$ cat src/rtl/sprite_pkg.sv
// Shared constants for the sprite capture path: bitmap geometry and
// capture FSM state encoding.
package sprite_pkg;

   localparam int SPRITE_W      = 16;
   localparam int SPRITE_H      = 16;
   localparam int BYTES_PER_ROW = 2;
   localparam int ROM_ADDR_W    = 5;

   localparam logic [2:0] ST_IDLE   = 3'd0;
   localparam logic [2:0] ST_ARMED  = 3'd1;
   localparam logic [2:0] ST_WAIT_H = 3'd2;
   localparam logic [2:0] ST_DELAY  = 3'd3;
   localparam logic [2:0] ST_SHIFT  = 3'd4;
   localparam logic [2:0] ST_STORE  = 3'd5;

   // Mirrored index within a 16-entry axis: 15-idx is simply the bitwise inverse.
   function automatic logic [3:0] mirror_idx(input logic [3:0] idx, input logic mir);
      return mir ? ~idx : idx;
   endfunction

endpackage

$ cat src/rtl/sprite_capture_ram.sv
// 32x8 synchronous RAM: one 16-bit row write (low byte at even address)
// and a registered 8-bit read. Usable as a writable stand-in for the bitmap ROM.
module sprite_capture_ram
   import sprite_pkg::*;
(
   input  logic                  clk,
   input  logic                  reset,
   input  logic                  wr_en,
   input  logic [3:0]            wr_row,
   input  logic [SPRITE_W-1:0]   wr_data,
   input  logic [ROM_ADDR_W-1:0] rd_addr,
   output logic [7:0]            rd_data
);

   logic [7:0] mem_r [0:(1 << ROM_ADDR_W)-1];

   // Row write: both bytes of a row land in the same cycle; contents survive reset.
   always_ff @(posedge clk) begin
      if (wr_en) begin
         mem_r[{wr_row, 1'b0}] <= wr_data[7:0];
         mem_r[{wr_row, 1'b1}] <= wr_data[15:8];
      end
   end

   // Registered read; a same-cycle write to the addressed byte returns the old value.
   always_ff @(posedge clk or posedge reset) begin
      if (reset) begin
         rd_data <= 8'h00;
      end else begin
         rd_data <= mem_r[rd_addr];
      end
   end

endmodule

$ cat src/rtl/sprite_capture.sv
// Deserializes the sprite renderer's gfx stream back into the 32-byte
// bitmap layout, undoing h/v mirroring, and exposes it on a ROM-style read port.
module sprite_capture
   import sprite_pkg::*;
#(
   parameter int HSTART_LAT = 2,
   parameter int ROWS       = 16
) (
   input  logic                  clk,
   input  logic                  reset,
   input  logic                  arm,
   input  logic                  vstart,
   input  logic                  hstart,
   input  logic                  gfx,
   input  logic                  hmirror,
   input  logic                  vmirror,
   input  logic [ROM_ADDR_W-1:0] rd_addr,
   output logic [7:0]            rd_bits,
   output logic                  busy,
   output logic                  done,
   output logic                  overrun,
   output logic [8:0]            pix_count
);

   logic [2:0]          state_r,     state_s;
   logic [3:0]          row_r,       row_s;
   logic [3:0]          xcnt_r,      xcnt_s;
   logic [3:0]          dly_r,       dly_s;
   logic [SPRITE_W-1:0] shreg_r,     shreg_s;
   logic [8:0]          run_cnt_r,   run_cnt_s;
   logic [8:0]          pix_count_r, pix_count_s;
   logic                done_r,      done_s;
   logic                overrun_r,   overrun_s;
   logic                busy_r;
   logic                wr_en_s;
   logic                restart_s;

   // Next-state and datapath decode for the capture FSM.
   always_comb begin
      state_s     = state_r;
      row_s       = row_r;
      xcnt_s      = xcnt_r;
      dly_s       = dly_r;
      shreg_s     = shreg_r;
      run_cnt_s   = run_cnt_r;
      pix_count_s = pix_count_r;
      done_s      = done_r;
      overrun_s   = overrun_r;
      wr_en_s     = 1'b0;

      // A vstart once a row capture has begun means the frame is torn: start over.
      restart_s = vstart
                  && (state_r inside {ST_WAIT_H, ST_DELAY, ST_SHIFT, ST_STORE})
                  && !((state_r == ST_WAIT_H) && (row_r == 4'd0));

      if (restart_s) begin
         overrun_s = 1'b1;
         row_s     = 4'd0;
         xcnt_s    = 4'd0;
         run_cnt_s = 9'd0;
         state_s   = ST_WAIT_H;
      end else begin
         case (state_r)
            ST_IDLE: begin
               if (arm) begin
                  state_s   = ST_ARMED;
                  done_s    = 1'b0;
                  overrun_s = 1'b0;
                  run_cnt_s = 9'd0;
               end else begin
                  state_s = ST_IDLE;
               end
            end
            ST_ARMED: begin
               if (vstart) begin
                  state_s = ST_WAIT_H;
                  row_s   = 4'd0;
               end else begin
                  state_s = ST_ARMED;
               end
            end
            ST_WAIT_H: begin
               if (hstart) begin
                  xcnt_s = 4'd0;
                  if (HSTART_LAT <= 1) begin
                     state_s = ST_SHIFT;
                  end else begin
                     state_s = ST_DELAY;
                     dly_s   = 4'(HSTART_LAT - 1);
                  end
               end else begin
                  state_s = ST_WAIT_H;
               end
            end
            ST_DELAY: begin
               if (dly_r <= 4'd1) begin
                  state_s = ST_SHIFT;
                  xcnt_s  = 4'd0;
                  dly_s   = 4'd0;
               end else begin
                  dly_s = dly_r - 4'd1;
               end
            end
            ST_SHIFT: begin
               shreg_s[mirror_idx(xcnt_r, hmirror)] = gfx;
               run_cnt_s = run_cnt_r + {8'd0, gfx};
               xcnt_s    = xcnt_r + 4'd1;
               if (xcnt_r == 4'd15) begin
                  state_s = ST_STORE;
               end else begin
                  state_s = ST_SHIFT;
               end
            end
            ST_STORE: begin
               wr_en_s = 1'b1;
               if (row_r == 4'(ROWS - 1)) begin
                  pix_count_s = run_cnt_r;
                  done_s      = 1'b1;
                  state_s     = ST_IDLE;
               end else begin
                  row_s   = row_r + 4'd1;
                  state_s = ST_WAIT_H;
               end
            end
            default: begin
               state_s = ST_IDLE;
            end
         endcase
      end
   end

   // State and output registers; the bitmap buffer itself is not reset.
   always_ff @(posedge clk or posedge reset) begin
      if (reset) begin
         state_r     <= ST_IDLE;
         row_r       <= 4'd0;
         xcnt_r      <= 4'd0;
         dly_r       <= 4'd0;
         shreg_r     <= '0;
         run_cnt_r   <= 9'd0;
         pix_count_r <= 9'd0;
         done_r      <= 1'b0;
         overrun_r   <= 1'b0;
         busy_r      <= 1'b0;
      end else begin
         state_r     <= state_s;
         row_r       <= row_s;
         xcnt_r      <= xcnt_s;
         dly_r       <= dly_s;
         shreg_r     <= shreg_s;
         run_cnt_r   <= run_cnt_s;
         pix_count_r <= pix_count_s;
         done_r      <= done_s;
         overrun_r   <= overrun_s;
         busy_r      <= (state_s != ST_IDLE);
      end
   end

   sprite_capture_ram u_ram (
      .clk     (clk),
      .reset   (reset),
      .wr_en   (wr_en_s),
      .wr_row  (mirror_idx(row_r, vmirror)),
      .wr_data (shreg_r),
      .rd_addr (rd_addr),
      .rd_data (rd_bits)
   );

   assign busy      = busy_r;
   assign done      = done_r;
   assign overrun   = overrun_r;
   assign pix_count = pix_count_r;

endmodule

$ cat config.mk
export PLATFORM = sky130hd
export DESIGN_NAME = sprite_capture
export DESIGN_NICKNAME = d
export VERILOG_FILES = /design/src/rtl/sprite_pkg.sv /design/src/rtl/sprite_capture_ram.sv /design/src/rtl/sprite_capture.sv
export SDC_FILE = /design/constraint.sdc
export NUM_CORES = 1
export LEC_CHECK = 0
export BUFFER_PORTS_ARGS = -buffer_cell sky130_fd_sc_hd__buf_4
export CORE_UTILIZATION = 45
export DETAILED_ROUTE_END_ITERATION = 10
export PLACE_DENSITY = 0.61
export SYNTH_ARGS = -nofsm -noshare
export SYNTH_HDL_FRONTEND = slang
export SYNTH_HIERARCHICAL = 1
export SYNTH_SLANG_ARGS = --single-unit
$ cat constraint.sdc
create_clock -name clk -period 2.9 [get_ports clk]
set_clock_uncertainty 0.1 [all_clocks]
set_input_delay 0 -clock clk [delete_from_list [all_inputs] [get_ports clk]]
set_output_delay 0 -clock clk [all_outputs]
set_load 0.01 [all_outputs]
Yosys cells after proc, flatten, opt, wreduce, memory -nomap -nowiden
Memories as Yosys holds them, arrays and structs flattened. A register that Yosys moved wholly into a read port is not among the register bits.
Index checks and enable logic that the tools add are counted.
- bitwise operators: 3
- multipliers: 0
- divide/modulo/power cells: 0
- reduce and logical (&&, ||, !) cells: 24
- $lt $le $gt $ge: 3
- $add $sub $neg: 4
- equality and inequality tests: 15
- shift-type cells: 0
- mux-type cells: 36
- operators with widths (kind ; number):
    $mux 4 ; 10
    $mux 9 ; 2
    $pmux 3 s6 ; 1
    $pmux 9 s2 ; 1
    $bwmux 16 ; 1
    $pmux 4 s2 ; 2
    $mux 1 ; 12
    $ne 3x3->1 const B ; 4
    $pmux 4 s3 ; 1
    $reduce_and 3->1 ; 4
    $add 9x1->9 ; 1
    $reduce_bool 3->1 ; 3
    $add 4x1->4 const B ; 2
    $eq 4x4->1 const B ; 2
    $not 4->4 ; 2
    $reduce_bool 2->1 ; 4
    $reduce_bool 4->1 ; 2
    $eq 3x2->1 const B ; 2
    $eq 3x3->1 const B ; 2
    $mux 3 ; 2
    $reduce_and 2->1 ; 3
    $lt 4x5->1 const B ; 1
    $demux 1 s4 ; 1
    $ge 4x1->1 const B ; 1
    other kinds (14) ; 19
- memories kept: 1
- register bits: 52
- RAM bits: 256
- memory bits (read-only): 0
- latch bits: 0
- memory list (memory ; words ; width ; read ports ; clocked after memory_dff ; write ports ; RTL line ; source):
    u_ram.mem_r ; 32 ; 8 ; 1 ; 1 ; 2 ; sprite_capture_ram.sv:15 ; logic [7:0] mem_r [0:(1 << ROM_ADDR_W)-1];

Longest topological paths before layout
- depth in word-level cells: 7
- gate-level depth with buffers: 7

Modules after synthesis
The synthesis kept the hierarchy.
- by module, submodules not included (module ; seq. area each (sq um) ; times used ; cells an instance ; area each (sq um)):
    sprite_capture_ram ; 7887.6 ; 1 ; 395 ; 9995.8
    sprite_capture ; 1301.2 ; 1 ; 291 ; 2989.1

Least setup slack after synthesis
No wires, ideal clock.
- kind: reg2reg
- start point: register state_r[1]
- end point: memory u_ram.mem_r[0][0], enable pin
- period minus slack after synthesis: 3092 ps
- path slack: -192 ps
- stages on the path, launching flop included: 5
- path buffers: 0
- arrival time: 2583 ps
- library setup time: 409 ps
- path through: dfrtp_1 -> nand2b_1 -> nor2_1 -> or3b_2 -> nor3_1
- RTL lines (element ; RTL line ; source):
    from (decl) ; sprite_capture.sv:25 ; logic [2:0] state_r, state_s;
    from (signal assigned) ; sprite_capture.sv:146 ; state_r <= state_s;
    to (decl) ; sprite_capture_ram.sv:15 ;

Worst setup path in the final report
- start point: register state_r[0]
- end point: register shreg_r[10]
- word-level cells in the longest chain between the ends: 6
- elaborated cells between the ends (all ways): 11
- those cells by class: 4 x eq/ne; 1 x bitwise; 6 x reduce/logical
- RTL lines (element ; RTL line ; source):
    $eq 3x2->1, or another cell as far along ; sprite_capture.sv:53, sprite_capture.sv:54 ;
    $reduce_bool 4->1 or $logic_and 1x1->1 (tied branches) ; sprite_capture.sv:53, sprite_capture.sv:54 ;
    $logic_and 1x1->1 or $logic_not 1->1 (tied branches) ; sprite_capture.sv:53, sprite_capture.sv:54 ;
    $logic_and 1x1->1 ; sprite_capture.sv:54 ; && !((state_r == ST_WAIT_H) && (row_r == 4'd0));
    $not 1->1 (no source line) ; n/a ;
    $reduce_and 2->1 (no source line) (*) ; n/a ;
    to (signal assigned) ; sprite_capture.sv:150 ; shreg_r <= shreg_s;
    to (decl) ; sprite_capture.sv:29 ; logic [SPRITE_W-1:0] shreg_r, shreg_s;
Mark *: on every way between the ends. The rest lies on a longest branch, timed or not.
A chain may end at the register's enable or synchronous reset.

==> reports/results.ini <==
[setup_path]
required_ps=3230
cp_slowest_cell=or4b_1
critPathKind=flop to flop
endpoint_kind=flop
crit_path_start_kind=flop
path_max_fanout=14
slowest_delay_ps=820
critPathArrivalTime_ps=3110
crit_chain=or4b_1 > a21oi_4 > nand2_1 > mux2_1 > dlygate4sd3_1

[routing]
wl_um=25700
dr_total_vias=6572
dr.pass1.iters=5
drtAntennaViolNets=0
drc=0
avgRoutedWirePerCell_um=22.2
drt-initial-drc-count=496
vias_per_cell=5.67

[finish]
layout-area-overhead-vs-synth_pct=15.3
drive_gt1_frac=0.309
diodes=0
nFillCells=2238
nets=777
final_util=0.533
stdcell_count=1159
layout_commonest_cell=edfxtp_1
layout_common_cells=edfxtp_1, mux4_2, buf_4

[timing]
finalCriticalPeriod_ps=2780
finalMaxSlewViolations=0
worstMarginPinSlew_ps=726
rsz0062_at_grt=no
timing.fmax_mhz=360
fin_tns_setup_ps=0
setup_violations=0
post-route-period-util=0.959
hold_violations=0
relSlewSlack=0.503

[yosys]
synth_area_mm2=0.0130
ys.flop_type=edfxtp_1
postSynthCellCount=686
synth_area_leaders=edfxtp_1, mux4_2, dfrtp_1, mux2_2, mux2_4
synth_edf_count=256
ys_ff_latch=316
async_flop_share=0.190
synth_top_area_share=0.592
avgSynthCellArea_um2=18.9
ys_warn_count=6
seq_area_frac_synth=0.708
synth_cell_types=57
yosysTopAreaCell=edfxtp_1
synth_nets=706

[clocking]
cts_htree_levels=1
cts_tree=built
clock_sinks=316
clkTransAtPathRegs_ps=70
numCtsBuffers=30
worstSkewPairLatency_ps=550
post_cts_buffers=0
clk_path_buf_depth=3
ctsRootBufferMaster=clkbuf_16

[run]
maxCapViolations=0

[floorplan]
io_pins=33
die_w_um=172
num_rows=61
dieArea_mm2=0.0295
start_util=0.462
die_h_um=172
core_area_mm2=0.0281

[placed_design]
hpwl_um=16200
portBuffers=32
dp.cells=1092
gp_congestion=0.892

[global_routing]
grt_pass1_wl_um=40900
antenna_found_initial=0
grt.total_usage=0.185
overflow=0
grt_pass1_vias=6867
grt_max_degree=32

[status]
status=completed

[hold_path]
hold_class=input pin to asynchronous set/reset pin

[pwr]
ir_drop_mv=0.450
power.leakage_nw=5.60
power_density_mw_per_mm2=687

[cell usage after synthesis, drive strengths merged (2+ instances only)]
library cell / count
a31oi: 3
mux2: 33
inv: 9
mux4: 80
or3b: 4
ha: 7
mux2i: 10
edfxtp: 256
xor2: 4
a21oi: 17
a32o: 2
o21ai: 13
nand2b: 12
nand2: 27
o21a: 2
nor2b: 3
nor3: 11
dfrtp: 60
or3: 3
nor2: 29
clkbuf: 15
or4b: 2
and3: 5
buf: 23
nand3b: 16
nand3: 16
a22o: 2
o31a: 2
[worst max-delay path, delay by kind of cell (launching register included)]
family                 cells  cell delay (ps)
muxes                      1              320
and+or+nand+nor            2              900
AOI/OAI and AO/OA          1              260
buffers and inverters      1              560
DFF                        1              530
[registers in the layout, indices dropped and copies added (netlist names)]
signal         flops
row_r              4
pix_count          9
done               1
busy               1
run_cnt_r          9
u_ram/rd_data      8
u_ram/mem_r      256
overrun            1
shreg_r           16
xcnt_r             4
dly_r              4
state_r            3
[metal layers]
metal | track usage | wire, um | up-vias
met3 | 0.0199 | 1070 | 26
li1 | - | - | 2910
met5 | 0 | 0 | -
met4 | 0.0404 | 369 | 0
met1 | 0.259 | 11200 | 3471
met2 | 0.315 | 13100 | 165
[where the power goes]
part,switching [W],total (W),internal [W]
registers,0.000253,0.00535,0.00509
logic,0.000564,0.000999,0.000434
clock network,0.00157,0.00393,0.00236
[area by class of cell]
type                            count  area [um2]  area share
Inverter                            9        33.8     0.00226
Sequential cell                   316        9190       0.614
Timing Repair Buffer               77         656      0.0438
Tap cell                          378         473      0.0316
Multi-Input combinational cell    323        3580       0.240
Clock inverter                     11         109     0.00727
Clock buffer                       45         920      0.0614
[path summary, 6_finish.rpt]
path / startpoint / slack, ps / endpoint / cells after the start
max: state_r[0]$_DFF_PP0_ / 120 / shreg_r[10]$_DFFE_PP0P_ / 5
min: reset / 40 / overrun$_DFFE_PP0P_ / 3
max reg2reg: state_r[0]$_DFF_PP0_ / 120 / shreg_r[10]$_DFFE_PP0P_ / 5
min reg2reg: pix_count[1]$_DFFE_PP0N_ / 410 / pix_count[1]$_DFFE_PP0N_ / 1
max in group asynchronous: reset / 1840 / u_ram/rd_data[0]$_DFF_PP0_ / 4
min in group clk: rd_addr[1] / 140 / u_ram/rd_data[2]$_DFF_PP0_ / 3
[cell families after synthesis]
group	share of synthesized area
AO/OA/AOI/OAI	0.0303
buffers and inverters	0.0178
XOR/XNOR	0.00337
adder cells (fa/ha/maj)	0.00674
AND/OR/NAND/NOR	0.0562
multiplexers	0.178
flip-flops	0.708
[timing repair]
item	4_1_cts	5_1_grt
setup endpoints to repair	0	1
resized for setup	0	1
endpoints found under the hold margin	79	0
hold buffers	11	0
[per-stage QoR]
step                      hold WS [ps]  area (um2)  power [W]  worst slack (ps)
after floorplan                   -284       13000    0.00606               119
after global placement           -31.8       13800    0.00636               560
after detailed placement         -26.9       13800    0.00642               493
after CTS                         44.3       15000     0.0104               106
after global routing               103       15000     0.0107              9.14
final                             35.4       15000     0.0103               120
Power figures use the tool's default switching activity.
